## src/rtl/seq_pkg.sv

```systemverilog
// Shared definitions for the program sequencer: state encoding, address width, defaults.
// Latency: n/a (package only).
// Backpressure: n/a.
package seq_pkg;

    localparam int WORD_W_DEF     = 16;
    localparam int IMEM_DEPTH_DEF = 32;
    localparam int ADDR_W         = 5;

    // Highest instruction address; a load ends on it and execution halts on it.
    localparam logic [ADDR_W-1:0] LAST_ADDR = 5'd31;

    // Encoding is visible on the status port, so the values are fixed.
    typedef enum logic [2:0] {
        ST_IDLE      = 3'd0,
        ST_LOAD      = 3'd1,
        ST_READY     = 3'd2,
        ST_FETCH     = 3'd3,
        ST_EXEC      = 3'd4,
        ST_STEP_WAIT = 3'd5,
        ST_HALT      = 3'd6
    } seq_state_t;

endpackage

```

## src/rtl/load_addr_counter.sv

```systemverilog
// Instruction memory load address counter, wraps from LAST_ADDR back to 0.
// Latency: address updates one cycle after inc; clear/rst take effect at the next edge.
// Backpressure: none; advances only on inc.
// Ports: clk, rst (sync, active-high), clear (return to 0), inc (advance), addr (current address).
module load_addr_counter
    import seq_pkg::*;
(
    input  logic              clk,
    input  logic              rst,
    input  logic              clear,
    input  logic              inc,
    output logic [ADDR_W-1:0] addr
);

    logic [ADDR_W-1:0] r_addr;

    always_ff @(posedge clk) begin
        if (rst || clear) begin
            r_addr <= '0;
        end else if (inc) begin
            r_addr <= (r_addr == LAST_ADDR) ? '0 : r_addr + ADDR_W'(1);
        end
    end

    assign addr = r_addr;

endmodule

```

## src/rtl/program_sequencer.sv

```systemverilog
// Program sequencer: loads instruction memory, then drives fetch/execute strobes (free-run or single-step).
// Latency: one imem write per accepted load word; one instruction per 2 cycles in free-run.
// Backpressure: prog_ready is a pure function of state, high for the whole LOAD state.
// Ports: PCLK/RST; load handshake load_req/prog_valid/prog_data/prog_ready; imem write port
//        imem_we/imem_waddr/imem_wdata; run control start/step_mode/step; PC feedback pc/halt_op;
//        strobes pc_reset/ir_load/exec_en/load_done; status state/halted.
module program_sequencer
    import seq_pkg::*;
#(
    parameter int WORD_W     = WORD_W_DEF,
    parameter int IMEM_DEPTH = IMEM_DEPTH_DEF
) (
    input  logic              PCLK,
    input  logic              RST,
    input  logic              load_req,
    input  logic              prog_valid,
    input  logic [WORD_W-1:0] prog_data,
    output logic              prog_ready,
    output logic              imem_we,
    output logic [ADDR_W-1:0] imem_waddr,
    output logic [WORD_W-1:0] imem_wdata,
    input  logic              start,
    input  logic              step_mode,
    input  logic              step,
    input  logic [ADDR_W-1:0] pc,
    input  logic              halt_op,
    output logic              pc_reset,
    output logic              ir_load,
    output logic              exec_en,
    output logic              load_done,
    output logic [2:0]        state,
    output logic              halted
);

    localparam logic [ADDR_W-1:0] LAST_LOAD_ADDR = ADDR_W'(IMEM_DEPTH - 1);

    seq_state_t        r_state;
    seq_state_t        w_state_nxt;
    logic [ADDR_W-1:0] w_addr;

    load_addr_counter u_addr (
        .clk   (PCLK),
        .rst   (RST),
        .clear (r_state != ST_LOAD),
        .inc   (imem_we),
        .addr  (w_addr)
    );

    always_ff @(posedge PCLK) begin
        if (RST) begin
            r_state <= ST_IDLE;
        end else begin
            r_state <= w_state_nxt;
        end
    end

    always_comb begin
        w_state_nxt = r_state;
        prog_ready  = 1'b0;
        imem_we     = 1'b0;
        pc_reset    = 1'b0;
        ir_load     = 1'b0;
        exec_en     = 1'b0;
        load_done   = 1'b0;

        case (r_state)
            ST_IDLE: begin
                if (load_req) w_state_nxt = ST_LOAD;
            end
            ST_LOAD: begin
                prog_ready = 1'b1;
                imem_we    = prog_valid;
                if (prog_valid && (w_addr == LAST_LOAD_ADDR)) w_state_nxt = ST_READY;
            end
            ST_READY, ST_HALT: begin
                // A reload request wins over start.
                if (load_req) begin
                    w_state_nxt = ST_LOAD;
                end else if (start) begin
                    w_state_nxt = ST_FETCH;
                    pc_reset    = 1'b1;
                end
            end
            ST_FETCH: begin
                ir_load     = 1'b1;
                w_state_nxt = ST_EXEC;
            end
            ST_EXEC: begin
                exec_en = 1'b1;
                // The last instruction must not advance the PC past the end.
                if (halt_op || (pc == LAST_ADDR)) begin
                    w_state_nxt = ST_HALT;
                end else begin
                    load_done   = 1'b1;
                    w_state_nxt = step_mode ? ST_STEP_WAIT : ST_FETCH;
                end
            end
            ST_STEP_WAIT: begin
                if (step) w_state_nxt = ST_FETCH;
            end
            default: w_state_nxt = ST_IDLE;
        endcase

        // Reset overrides everything, including a write already in flight this cycle.
        if (RST) begin
            w_state_nxt = ST_IDLE;
            prog_ready  = 1'b0;
            imem_we     = 1'b0;
            pc_reset    = 1'b0;
            ir_load     = 1'b0;
            exec_en     = 1'b0;
            load_done   = 1'b0;
        end
    end

    assign imem_waddr = w_addr;
    assign imem_wdata = prog_data;
    assign state      = r_state;
    assign halted     = (r_state == ST_HALT);

endmodule

```

## config.mk

```make
export PLATFORM = sky130hd
export DESIGN_NAME = program_sequencer
export DESIGN_NICKNAME = d
export VERILOG_FILES = /design/src/rtl/seq_pkg.sv /design/src/rtl/load_addr_counter.sv /design/src/rtl/program_sequencer.sv
export SDC_FILE = /design/constraint.sdc
export NUM_CORES = 1
export LEC_CHECK = 0
export BUFFER_PORTS_ARGS = -buffer_cell sky130_fd_sc_hd__buf_2
export CELL_PAD_IN_SITES_DETAIL_PLACEMENT = 0
export CELL_PAD_IN_SITES_GLOBAL_PLACEMENT = 1
export CORE_MARGIN = 1.5
export CORE_UTILIZATION = 23
export CTS_CLUSTER_DIAMETER = 40
export CTS_CLUSTER_SIZE = 10
export DETAILED_ROUTE_END_ITERATION = 10
export PLACE_DENSITY = 0.76
export SYNTH_ARGS = -nofsm -noshare
export SYNTH_HDL_FRONTEND = slang
export SYNTH_SLANG_ARGS = --single-unit
```

## constraint.sdc

```tcl
create_clock -name PCLK -period 1.6 [get_ports PCLK]
set_input_delay 0.32 -clock PCLK [delete_from_list [all_inputs] [get_ports PCLK]]
set_output_delay 0.32 -clock PCLK [all_outputs]
set_load 0.02 [all_outputs]
```

==> impl_metrics.tcl <==
set metrics [dict create \
    first_iter_violations 28 \
    synthesis.nets 119 \
    port_buffers 27 \
    die_x_um 59.7 \
    violations "setup timing" \
    synth_area_per_cell_um2 8.40 \
    synth_ff_type "dfxtp_1" \
    synth_xor_area_share_pct 0 \
    ir_drop_uv 322 \
    crit_arrival_ps 1280 \
    drtAntennaViolNets 0 \
    ys_warn_count 0 \
    grt_pass1_wl_um 2850 \
    worst_pin_slew_ps 413 \
    syn_area_um2 739 \
    ys_seq_area_share_pct 21.7 \
    cap_violations 0 \
    synth_edf_count 0 \
    drv_slew 0 \
    synth_most_common_cell "buf_4" \
    finalWorstSetupSlack_ps -3.99 \
    syn2layout_area_growth_pct 37.7 \
    grt.overflow.total 0 \
    core-area_mm2 0.00305 \
    grt_pass1_vias 672 \
    path_clk_slew_ps 50 \
    power.leakage_nw 0.452 \
    power_frac_seq_pct 23.4 \
    fin_nets 148 \
    htree_levels 1 \
    synth_fa_ha_area_share_pct 3.38 \
    rrSetupSlack_ps 70 \
    synth_top_family_by_area "simple AND/OR/NAND/NOR gates" \
    fmax_ghz 0.623 \
    finClkSkew_ps 4.31 \
    drt-wirelength-per-cell_um 12.1 \
    yosys-top-cells-count "16 x buf_4, 8 x dfxtp_1, 6 x nor2_1, 5 x nand2_1, 5 x nor2_2" \
    root_buffer "clkbuf_4" \
    synth_mux_area_share_pct 2.71 \
    synth-compound-area-share_pct 19.1 \
    power_frac_clock_pct 12.8 \
    criticalPathCategory "reg -> out" \
    start_util_pct 24.2 \
    yosys.area_share.simple_pct 29.3 \
    end_kind "output pin" \
    cts_sinks 8 \
    power_density_mw_per_mm2 1230 \
    grt_max_degree 13 \
    dp_hpwl_um 1440 \
    async_flop_share_pct 0 \
    synth_top_area_share_pct 21.7 \
    gp_congestion 0.861 \
    diodes 0 \
    first_pass_iters 4 \
    p_sw_mw 0.509 \
    hold_violations 0 \
    clockBufferDepth 2 \
    cp_max_fo 3 \
    internal-power_mw 0.749 \
    syn_inst 88 \
    yosys-top-cells-area "dfxtp_1 22%, buf_4 16%, buf_6 6.1%" \
    clock_latency_ps 260 \
    pwr-share-comb_pct 63.7 \
    slew-limit-headroom_pct 71.8 \
    cts_made_buffers 3 \
    vias 694 \
    via_per_inst 4.36 \
    status "finished, violations left" \
    remaining_drc_errors 0 \
    postCtsHoldBufs 0 \
    period_share_pct 100 \
    synth_area_leader_cell "dfxtp_1" \
    fp-row-count 20 \
    fp.dieH_um 59.7 \
    rsz0062_at_grt "true" \
    drive_above_1_share_pct 64.3 \
    synth_cell_types 38 \
    setup_viol 1 \
    antenna_found_initial 0 \
    wl_um 1920 \
    pin_count 60 \
    die_area_mm2 0.00356 \
    cp-start-kind "flop" \
    final_util_pct 33.4 \
    hold_slack_ps 306 \
    period_minus_slack_ps 1600 \
    ys_ff_latch 8 \
    required_ps 1280 \
    tritoncts "yes" \
    track_usage_pct 10.6 \
    hp-class "in -> reg" \
    swShare_pct 40.4 \
]
## per-layer routing
metal  vias up  share of wire [%]  GRT usage, %
li1        351                  -             -
met1       313                 37          9.93
met2        28                 53          20.3
met3         2                8.5          4.55
met4         0               0.73          3.17
met5         -                  0             0
## power groups by stage
stage | clock network (mW) | registers (mW) | logic [mW]
final | 0.161 | 0.295 | 0.801
after global routing | 0.181 | 0.299 | 0.866
after CTS | 0.172 | 0.281 | 0.712
after detailed placement | 0 | 0.275 | 0.647
after global placement | 0 | 0.273 | 0.641
after floorplan | 0 | 0.321 | 0.528
## cells in the final DEF, fill, tap and decap left out, types with 3 or more instances in the layout
cell,instances
buf_2,23
dfxtp_1,3
o21ai_0,3
clkbuf_4,3
dfxtp_2,3
buf_6,5
nand2b_4,3
nand2_1,4
nor2_1,5
a21oi_1,3
buf_4,16
nor2_2,5
## path summary, 6_finish.rpt
check | startpoint | endpoint | cells past startpoint
worst max-delay path | state[2] | imem_we | 4
worst min-delay path | RST | state[2] | 2
worst max register to register | u_addr.addr[1] | state[0] | 7
worst min register to register | u_addr.addr[3] | u_addr.addr[3] | 2
## flip-flops by register name, indices dropped and copies added, names as in the netlist
register and flops:
state 3, u_addr.addr 5
## cell families (layout without fill, tap and decap cells)
kind of cell | Yosys count | in the layout
buf+inv | 23 | 50
fa+ha+maj | 2 | 2
mux | 2 | 2
simple gates | 34 | 34
compound gates | 19 | 19
flops | 8 | 8
## critical path, stage by stage (launching register included)
cell	delay, ps
dfxtp_2	320
nand2b_4	140
or3_4	360
nor2_4	90
buf_6	120
## stage by stage
step	power [mW]	worst slack (ps)	std cells	setup TNS (ps)	area (um^2)
after global placement	0.914	41.5	146	0	837
after detailed placement	0.922	-51.8	146	-63.3	837
after floorplan	0.849	15.5	88	0	759
after CTS	1.16	-50.4	152	-129	933
after global routing	1.35	-46.0	159	-111	1020
final	1.26	-3.99	159	-3.99	1020
## cell type report
class | instances | area [um^2]
timing repair buffer | 44 | 292
clock buffer | 3 | 22.5
multi-input combinational | 57 | 467
sequential | 8 | 171
fill | 341 | 2030
tap | 44 | 55.1
inverter | 3 | 11.3
## timing repair
item                       CTS  global route
setup endpoints to repair    8             9
setup buffers                3             7
gates resized for setup     13             9
pin swaps                    3             5
hold endpoints to repair     0             0
(Power assumes the default switching activity.)
